File: src/rtl/mod_10_counter.sv
// rtl/mod_10_counter.sv - free-running modulo-N counter with terminal-count flag
// Counts 0..MODULUS-1 on every rising edge; tc marks the last state for cascading.
module mod_10_counter #(
  parameter int MODULUS = 10,
  parameter int WIDTH   = 4
) (
  input  logic             clk,
  input  logic             reset,
  output logic [WIDTH-1:0] count,
  output logic             tc
);

  localparam logic [WIDTH-1:0] LP_LAST = WIDTH'(MODULUS - 1);

  logic [WIDTH-1:0] r_count;
  logic [WIDTH-1:0] w_count_next;
  logic             w_at_last;

  assign w_at_last = (r_count == LP_LAST);

  // Anything at or past the last state (including unreachable codes) returns to 0.
  always_comb begin
    w_count_next = r_count + WIDTH'(1);
    if (r_count >= LP_LAST) begin
      w_count_next = '0;
    end
  end

  always_ff @(posedge clk) begin
    if (reset) begin
      r_count <= '0;
    end else begin
      r_count <= w_count_next;
    end
  end

  assign count = r_count;
  assign tc    = w_at_last;

endmodule

File: config.mk
export PLATFORM = sky130hd
export DESIGN_NAME = mod_10_counter
export DESIGN_NICKNAME = d
export VERILOG_FILES = /design/src/rtl/mod_10_counter.sv
export SDC_FILE = /design/constraint.sdc
export NUM_CORES = 1
export LEC_CHECK = 0
export BUFFER_PORTS_ARGS = -buffer_cell sky130_fd_sc_hd__buf_4
export CAP_MARGIN = 20
export CORE_AREA = 5 5 42 44
export DETAILED_ROUTE_END_ITERATION = 8
export DIE_AREA = 0 0 47 49
export HOLD_SLACK_MARGIN = 0.06
export PLACE_DENSITY_LB_ADDON = 0.2
export SLEW_MARGIN = 20
export SYNTH_ARGS = -nofsm -noshare
export SYNTH_HDL_FRONTEND = slang
export SYNTH_SLANG_ARGS = --single-unit
File: constraint.sdc
create_clock -name clk -period 1.45 [get_ports clk]
set_input_delay 0.29 -clock clk [delete_from_list [all_inputs] [get_ports clk]]
set_output_delay 0.29 -clock clk [all_outputs]
set_load 0.005 [all_outputs]
==> metrics.md, run 1 <==
| Metric | Value |
|---|---|
| Die W | `approximately 47 µm` |
| Drt wl/cell | `slightly above 8 µm` |
| Clock Power Share | `25.8%` |
| Post-Syn Instances | `26` |
| Die Ht | `49 µm` |
| Max Buffers Root-to-Sink | `2` |
| Status | `complete, no violations` |
| Min-delay worst type | `primary input to flop` |
| Via count | `about 190` |
| Overall Power | `around 500 µW` |
| Synth Cell Area | `around 220 µm²` |
| Layout cell share with drive strength beyond 1 | `40.0%` |
| Worst skew pair latency | `about 0.23 ns` |
| Period utilisation layout | `a little over nine tenths` |
| Detail Route Antenna Nets | `0` |
| Fill count | `166` |
| Root Driver | `clkbuf_4` |
| # IOs | `7` |
| Slew @ Worst Pin | `slightly above 0.2 ns` |
| Register bit total from synthesis | `4` |
| Endpoints failing setup | `0` |
| TritonCTS buffer count | `3` |
| Total Nets Final | `between 40 and 50` |
| First-pass GRT wire length | `approximately 700 µm` |
| P_leak | `~0.00014 µW` |
| Cell Int Power | `336 µW` |
| Most frequent cells in the layout | `buf_4 (6), nor2_1 (5), inv_1 (4)` |
| Initial Util | `between 10% and 20%` |
| Synthesis warning total | `0` |
| Cell Rows | `14` |
| IO Port Bufs | `6` |
| Cell area power density | `around 1600 nW/µm²` |
| Fin. Hold Viols | `0` |
| First DRT Iteration DRCs | `0` |
| DRC | `0` |
| Seq/Total Area, Yosys | `between 30% and 40%` |
| Worst Path Max Fanout | `4` |
| CP Data Arrival Time | `between 1 and 1.5 ns` |
| Largest net degree at the start of global routing | `8` |
| Req. time, crit path | `about 1.2 ns` |
| Max_slew headroom | `about 86%` |
| Worst setup SP type | `flop` |
| Deepest level of the CTS H-tree | `1` |
| Syn_nets | `31` |
| Logic pwr share | `~36%` |
| Sw Ratio | `32.5%` |
| Area Growth Syn to Fin | `43.0%` |
| Slew Viols, Final | `0` |
| FMAX | `about 730 MHz` |
| Final WL | `419 µm` |
| RSZ-0062 raised after global routing | `false` |
| Most common cell after layout, fill and taps aside | `buf_4` |
| Max reg flops | `4` |
| Core area | `1400 µm²` |
| Total track usage | `4.64%` |
| Gpl congestion | `0.682` |
| Clock tree sinks | `4` |
| Critical path endpoint category | `output pin` |
| CTS tree | `built` |
| Vias in the first global route | `181` |
| Post-detail-place hpwl | `about 360 µm` |
| GRT overflow | `0` |
| Initial antenna violation count | `0` |
| Setup Buffers After CTS | `0` |
| Final Skew | `roughly 0.00032 ns` |
| NetSw | `~160 µW` |
| Seq pwr share | `about two fifths` |
| Setup tns final | `0 ns` |
| Mean post-synth cell area | `between 8 and 9 µm²` |
| Max rail drop VDD | `between 0.4 and 0.5 mV` |
| Drt pass-1 iters | `1` |
| Unique cell type count in the Yosys netlist | `12` |
| Die area | `2300 µm²` |
| Clock transition at path regs | `0.03 ns` |
| Antenna cells | `0` |
| CP Class | `flop to output pin` |
| Vias per cell | `3.63` |
| Minimum clock period after layout | `around 1.4 ns` |
| Max-Cap Viols | `0` |
[path summary, 6_finish.rpt]
check	depth (start not counted)	startpoint	slack, ns	end
max	5	count[1]	0.08	tc
min	2	reset	0.25	count[2]
max reg2reg	5	count[0]	0.37	count[1]
min reg2reg	1	count[0]	0.47	count[0]
[power by group through the flow]
stage | clock, µW | sequential, µW | combinational, µW
5_1_grt | 141 | 194 | 210
6_report | 129 | 189 | 180
3_5_place_dp | 0 | 185 | 180
3_3_place_gp | 0 | 186 | 178
2_1_floorplan | 0 | 180 | 109
4_1_cts | 138 | 186 | 181
[cells in the mapped netlist]
library cell	number	share of area [%]
inv_1	4	7.0
nand4_1	1	2.9
nor2b_1	1	2.9
ha_1	3	17
nand3b_1	2	7.0
o21ai_1	1	2.3
nand2_1	1	1.7
dfxtp_1	4	37
nor2b_2	1	4.1
a21oi_1	2	4.7
nor2_1	5	8.7
a21oi_2	1	4.1
[kinds of logic (layout without fill, tap and decap cells)]
group,after synthesis,count (layout),synth area share [%]
simple gates,11,11,27.3
fa+ha+maj,3,3,17.4
compound gates,4,4,11.0
flops,4,4,37.2
buf+inv,4,13,6.97
[metrics by stage]
stage | utilization, % | setup slack, ns | hold WS (ns) | instances | instance area, µm²
after CTS | 21.7 | 0.0132 | 0.241 | 51 | 304
final | 22.0 | 0.0807 | 0.249 | 51 | 308
after global routing | 22.0 | 0.00455 | 0.263 | 51 | 308
after global placement | 20.0 | 0.269 | 0.486 | 48 | 280
after floorplan | - | 0.377 | 0.359 | 26 | 215
after detailed placement | 20.0 | 0.245 | 0.486 | 48 | 280
[cell type report]
cell class | instances | area [µm²] | area share, %
repair buffers | 6 | 45.0 | 14.6
multi-input cells | 18 | 123 | 39.8
flip-flops and latches | 4 | 82.6 | 26.8
inverters | 4 | 15.0 | 4.88
well taps | 16 | 20.0 | 6.50
clock buffers | 3 | 22.5 | 7.32
[worst max-delay path: stages, from the launching register on]
cell and delay, ns:
dfxtp_2 0.33, inv_1 0.07, ha_2 0.18, nand2_1 0.05, nor2_1 0.10, buf_4 0.12
[metal layers]
metal	vias up	share of wire [%]	GRT usage [%]
li1	101	-	-
met2	3	57	6.33
met1	81	39	4.39
met3	0	4.1	1.11
met5	-	0	0
met4	0	0	6.91
[repair_timing]
action / CTS / global route
hold buffers: 0 / 0
setup endpoints to repair: 1 / 1
resized for setup: 1 / 2
Power figures use the tool's default switching activity.
==> run 2, diff against run 1 <==
Settings changed: BUFFER_PORTS_ARGS -buffer_cell sky130_fd_sc_hd__buf_4 to -buffer_cell sky130_fd_sc_hd__buf_2.
==> run 2 against run 1 <==
  * Total power increased by 0.93%
  * Sequential power hardly changed
  * Sequential cell count stayed put
  * Global-route usage increased by 0.080 points
  * Maximum frequency grew 2.7%
  * Worst hold slack better by 0.019 ns
  * First-iteration DRC count stayed put
  * Die area unchanged
  * Cell count increased by 2.0%
  * Largest cell class unchanged
==> metrics.md, run 2 (synthesized netlist as in run 1, its figures left out) <==
| Metric | Value |
|---|---|
| GRT overflow | `0` |
| Endpoints failing setup | `0` |
| Worst Path Max Fanout | `4` |
| Drt wl/cell | `approximately 9.2 µm` |
| IO Port Bufs | `6` |
| Max reg flops | `4` |
| First-pass GRT wire length | `around 770 µm` |
| Initial Util | `about 15%` |
| Post-detail-place hpwl | `approximately 370 µm` |
| Routing usage on met1 | `4.86%` |
| Crit-path cells | `inv_1 > ha_2 > nand2_1 > nor2_1 > buf_2` |
| Crit path buf inv count | `2` |
| Place WS | `0.292 ns` |
| Vias in the first global route | `194` |
| Seq pwr share | `37.2%` |
| Max_slew headroom | `between 80% and 90%` |
| Met3 usage | `around 1.1%` |
| Storage cell area | `between 80 and 90 µm²` |
| Reg2reg start | `count[1]` |
| P_leak | `around 0.00014 µW` |
| Min-delay src | `reset` |
| DRC | `0` |
| Core area | `between 1000 and 1500 µm²` |
| Initial antenna violation count | `0` |
| Largest net degree at the start of global routing | `8` |
| Antenna cells | `0` |
| Cell Int Power | `around 330 µW` |
| # IOs | `7` |
| Clock transition at path regs | `roughly 0.040 ns` |
| Detail Route Antenna Nets | `0` |
| Clock Power Share | `26.4%` |
| Most common cell after layout, fill and taps aside | `buf_2` |
| Max-Cap Viols | `0` |
| Status | `complete, no violations` |
| Final Skew | `approximately 0.0023 ns` |
| Fin util | `21.4%` |
| Max Buffers Root-to-Sink | `2` |
| Vias per cell | `between 3 and 4` |
| Crit. Startpoint | `count[1]` |
| CP Class | `flop to output pin` |
| Clock tree sinks | `4` |
| Slew @ Worst Pin | `between 0.2 and 0.25 ns` |
| First DRT Iteration DRCs | `0` |
| Via count | `roughly 200` |
| Minimum clock period after layout | `1.33 ns` |
| Req. time, crit path | `between 1 and 1.5 ns` |
| Layout cell share with drive strength beyond 1 | `41.7%` |
| NetSw | `between 150 and 200 µW` |
| Die W | `47 µm` |
| Gr busiest metal | `met2` |
| Cell Rows | `14` |
| Total track usage | `under 10%` |
| Die area | `~2300 µm²` |
| Die Ht | `just under 50 µm` |
| Critical path endpoint category | `output pin` |
| CP Data Arrival Time | `around 1.0 ns` |
| Deepest level of the CTS H-tree | `1` |
| Final WL | `about 480 µm` |
| Sw Ratio | `33.7%` |
| Root Driver | `clkbuf_4` |
| Area Growth Syn to Fin | `39.5%` |
| Drt pass-1 iters | `1` |
| Worst path depth | `5` |
| Worst setup SP type | `flop` |
| Min-delay worst type | `primary input to flop` |
| Cell area power density | `1670 nW/µm²` |
| Worst skew pair latency | `0.23 ns` |
| Area occupied by multi-input gates | `around 120 µm²` |
| Fill count | `approximately 160` |
| Max stage delay on crit path | `~0.32 ns` |
| Final worst slack | `between 0.1 and 0.15 ns` |
| Worst path slowest cell | `dfxtp_2` |
| Logic pwr share | `around 36%` |
| Top delay family on crit path | `flip-flops` |
| Fin. Hold Viols | `0` |
| Slew Viols, Final | `0` |
| Setup tns final | `0 ns` |
| Total Nets Final | `43` |
| FMAX | `between 700 and 800 MHz` |
| RSZ-0062 raised after global routing | `false` |
| Most frequent cells in the layout | `buf_2 (6), nor2_1 (5), inv_1 (4)` |
| TritonCTS buffer count | `3` |
| Hold depth | `2` |
| CTS tree | `built` |
| Gpl congestion | `approximately 0.7` |
| Period utilisation layout | `between 90% and 100%` |
| Hold bufs inserted after CTS | `0` |
| Max rail drop VDD | `approximately 0.65 mV` |
| Worst Reg-to-Reg Cells | `6` |
| Met2 usage | `7.47%` |
run 2: final timing paths:
| path | endpoint | slack, ns |
|---|---|---|
| setup / recovery | tc | 0.12 |
| hold / removal | count[3] | 0.27 |
| setup reg to reg | count[3] | 0.28 |
| hold reg to reg | count[0] | 0.46 |
run 2: layer usage:
layer  vias to the layer above  routed length, µm
met5                         -                  0
met1                        91                209
li1                        103                  -
met3                         0                 10
met4                         0                  0
met2                         3                259
run 2: worst register-to-register path, cell delays in order, from the launching register on:
cell and delay [ns]:
dfxtp_2 0.34, inv_1 0.06, ha_2 0.17, buf_4 0.13
nor2b_2 0.17, nand3b_1 0.10, a21oi_1 0.13
run 2: power groups by stage:
| stage | sequential [µW] | clock [µW] | combinational, µW |
|---|---|---|---|
| 5_1_grt | 194 | 141 | 207 |
| 4_1_cts | 182 | 142 | 168 |
| 3_5_place_dp | 183 | 0 | 167 |
| 2_1_floorplan | 180 | 0 | 109 |
| 3_3_place_gp | 180 | 0 | 167 |
| 6_report | 187 | 133 | 183 |
run 2: final cells by class:
class / count / area share [%]
tap: 16 / 6.67
timing repair buffer: 7 / 12.5
multi-input combinational: 18 / 40.8
inverter: 4 / 5.00
clock buffer: 3 / 7.50
sequential: 4 / 27.5
run 2: per-stage QoR:
step	power (µW)	hold slack, ns	area [µm²]	instances
global placement	347	0.474	265	48
CTS	492	0.259	288	51
detailed placement	351	0.485	265	48
global route	541	0.272	300	52
finish	502	0.268	300	52
floorplan	289	0.359	215	26
run 2: repair_timing:
item,4_1_cts,5_1_grt
buffers inserted,0,1
endpoints found under the setup margin,0,1
gates resized for setup,0,3
==> run 3, diff against run 2 <==
Settings changed: PLACE_DENSITY set to 0.4, PLACE_DENSITY_LB_ADDON 0.2 to unset.
==> run 3 against run 2 <==
  * Sequential power about the same
  * Clock power about the same
  * Setup slack got worse by 0.020 ns
  * Final area decreased by 2.5%
  * Largest cell class unchanged
==> metrics.md, run 3 (synthesized netlist as in run 1, its figures left out) <==
| Metric | Value |
|---|---|
| CP Class | `flop to output pin` |
| Die Ht | `about 49 µm` |
| Status | `complete, no violations` |
| Root Driver | `clkbuf_4` |
| Dpl cells | `48` |
| Period utilisation layout | `93.3%` |
| Storage cell area | `82.6 µm²` |
| Core area | `1400 µm²` |
| Total Nets Final | `between 40 and 50` |
| FF-to-FF setup slack | `approximately 0.36 ns` |
| Setup Buffers After CTS | `0` |
| Reg2reg start | `count[0]` |
| Placed inst area | `between 200 and 300 µm²` |
| Minimum clock period after layout | `about 1.4 ns` |
| Deepest level of the CTS H-tree | `1` |
| Max reg flops | `4` |
| Most common cell after layout, fill and taps aside | `buf_2` |
| Hold depth | `2` |
| FMAX | `739 MHz` |
| Gpl congestion | `between 0.6 and 0.7` |
| Clock tree sinks | `4` |
| R2R Path End | `count[1]` |
| Fin area | `approximately 290 µm²` |
| Total track usage | `4.71%` |
| First-pass GRT wire length | `between 600 and 700 µm` |
| Initial antenna violation count | `0` |
| Worst skew pair latency | `roughly 0.23 ns` |
| GRT overflow | `0` |
| TritonCTS buffer count | `3` |
| Fill count | `~170` |
| Final WL | `between 400 and 500 µm` |
| Vias per cell | `around 3.8` |
| Endpoints failing setup | `0` |
| Slew Viols, Final | `0` |
| # IOs | `7` |
| P_leak | `between 0.0001 and 0.00015 µW` |
| Die W | `47 µm` |
| Area occupied by multi-input gates | `123 µm²` |
| Max rail drop VDD | `0.765 mV` |
| Req. time, crit path | `1.16 ns` |
| IO Port Bufs | `6` |
| Most frequent cells in the layout | `buf_2 (6), nor2_1 (5), inv_1 (4)` |
| Max_slew headroom | `a little under nine tenths` |
| Fin. Hold Viols | `0` |
| Layout cell share with drive strength beyond 1 | `40.0%` |
| Worst Path Max Fanout | `4` |
| Drt pass-1 iters | `2` |
| Detail Route Antenna Nets | `0` |
| CTS tree | `built` |
| Post-detail-place hpwl | `330 µm` |
| Critical path endpoint category | `output pin` |
| Max Buffers Root-to-Sink | `2` |
| Fin cells | `51` |
| Worst Reg-to-Reg Cells | `5` |
| Clock transition at path regs | `around 0.040 ns` |
| Slew @ Worst Pin | `a little over 0.2 ns` |
| Hold bufs inserted after CTS | `0` |
| Initial Util | `approximately 15%` |
| Final Skew | `approximately 0.0030 ns` |
| DRC | `0` |
| Antenna cells | `0` |
| Via count | `~190` |
| First DRT Iteration DRCs | `1` |
| Drt wl/cell | `8.61 µm` |
| Die area | `~2300 µm²` |
| Min-delay src | `reset` |
| Cell area power density | `about 1700 nW/µm²` |
| Cell Rows | `14` |
| Largest net degree at the start of global routing | `8` |
| Vias in the first global route | `between 150 and 200` |
| Min-delay worst type | `primary input to flop` |
| Worst setup SP type | `flop` |
| CP Data Arrival Time | `~1.1 ns` |
| Max-Cap Viols | `0` |
| Area Growth Syn to Fin | `36.0%` |
| Worst Hold Path EP | `count[3]` |
run 3: cell types whose count changed in the layout (fill, tap and decap cells not counted):
cell   delta
buf_4     -1
run 3: repair_timing:
action	CTS	global route
hold endpoints to repair	0	0
setup endpoints to repair	0	1
resized for setup	0	3
run 3: per-stage QoR:
| step | utilization [%] | total power (µW) | setup WS (ns) | hold WS (ns) | setup TNS [ns] |
|---|---|---|---|---|---|
| after global placement | 18.9 | 348 | 0.292 | 0.481 | 0 |
| after detailed placement | 18.9 | 346 | 0.286 | 0.493 | 0 |
| after global routing | 20.9 | 552 | -0.0320 | 0.268 | -0.0320 |
| after floorplan | - | 289 | 0.377 | 0.359 | 0 |
| final | 20.9 | 488 | 0.0972 | 0.273 | 0 |
| after CTS | 20.5 | 488 | 0.0361 | 0.267 | 0 |
run 3: report_power, final:
group          switching (µW)  total, µW  internal (µW)
Sequential               40.6        188            148
Combinational            83.9        165           80.9
Clock                    42.2        135           92.3
run 3: per-layer routing:
| metal | GRT usage (%) | vias up | share of wire [%] |
|---|---|---|---|
| met5 | 0 | - | 0 |
| met4 | 1.38 | 0 | 0 |
| met2 | 4.98 | 9 | 40 |
| li1 | - | 101 | - |
| met3 | 6.64 | 0 | 13 |
| met1 | 5.26 | 84 | 47 |
run 3: layout make-up:
| cell class | instances | share of cell area [%] |
|---|---|---|
| flip-flops and latches | 4 | 28.2 |
| inverters | 4 | 5.13 |
| multi-input cells | 18 | 41.9 |
| repair buffers | 6 | 10.3 |
| clock buffers | 3 | 7.69 |
| well taps | 16 | 6.84 |
run 3: critical path, stage by stage (launching register included):
cell	delay, ns
dfxtp_2	0.32
inv_1	0.08
ha_2	0.19
nand2_1	0.05
nor2_1	0.07
buf_2	0.11
run 3: how the worst max path moves through the flow:
| stage | slack (ns) | end | depth (start not counted) | from |
|---|---|---|---|---|
| 4_1_cts | 0.04 | tc | 4 | count[0] |
| 6_report | 0.1 | tc | 5 | count[1] |
| 2_1_floorplan | 0.38 | count[2] | 5 | count[0] |
| 5_1_grt | -0.03 | tc | 5 | count[1] |
| 3_5_place_dp | 0.29 | tc | 5 | count[1] |
| 3_3_place_gp | 0.29 | count[0] | 5 | count[0] |
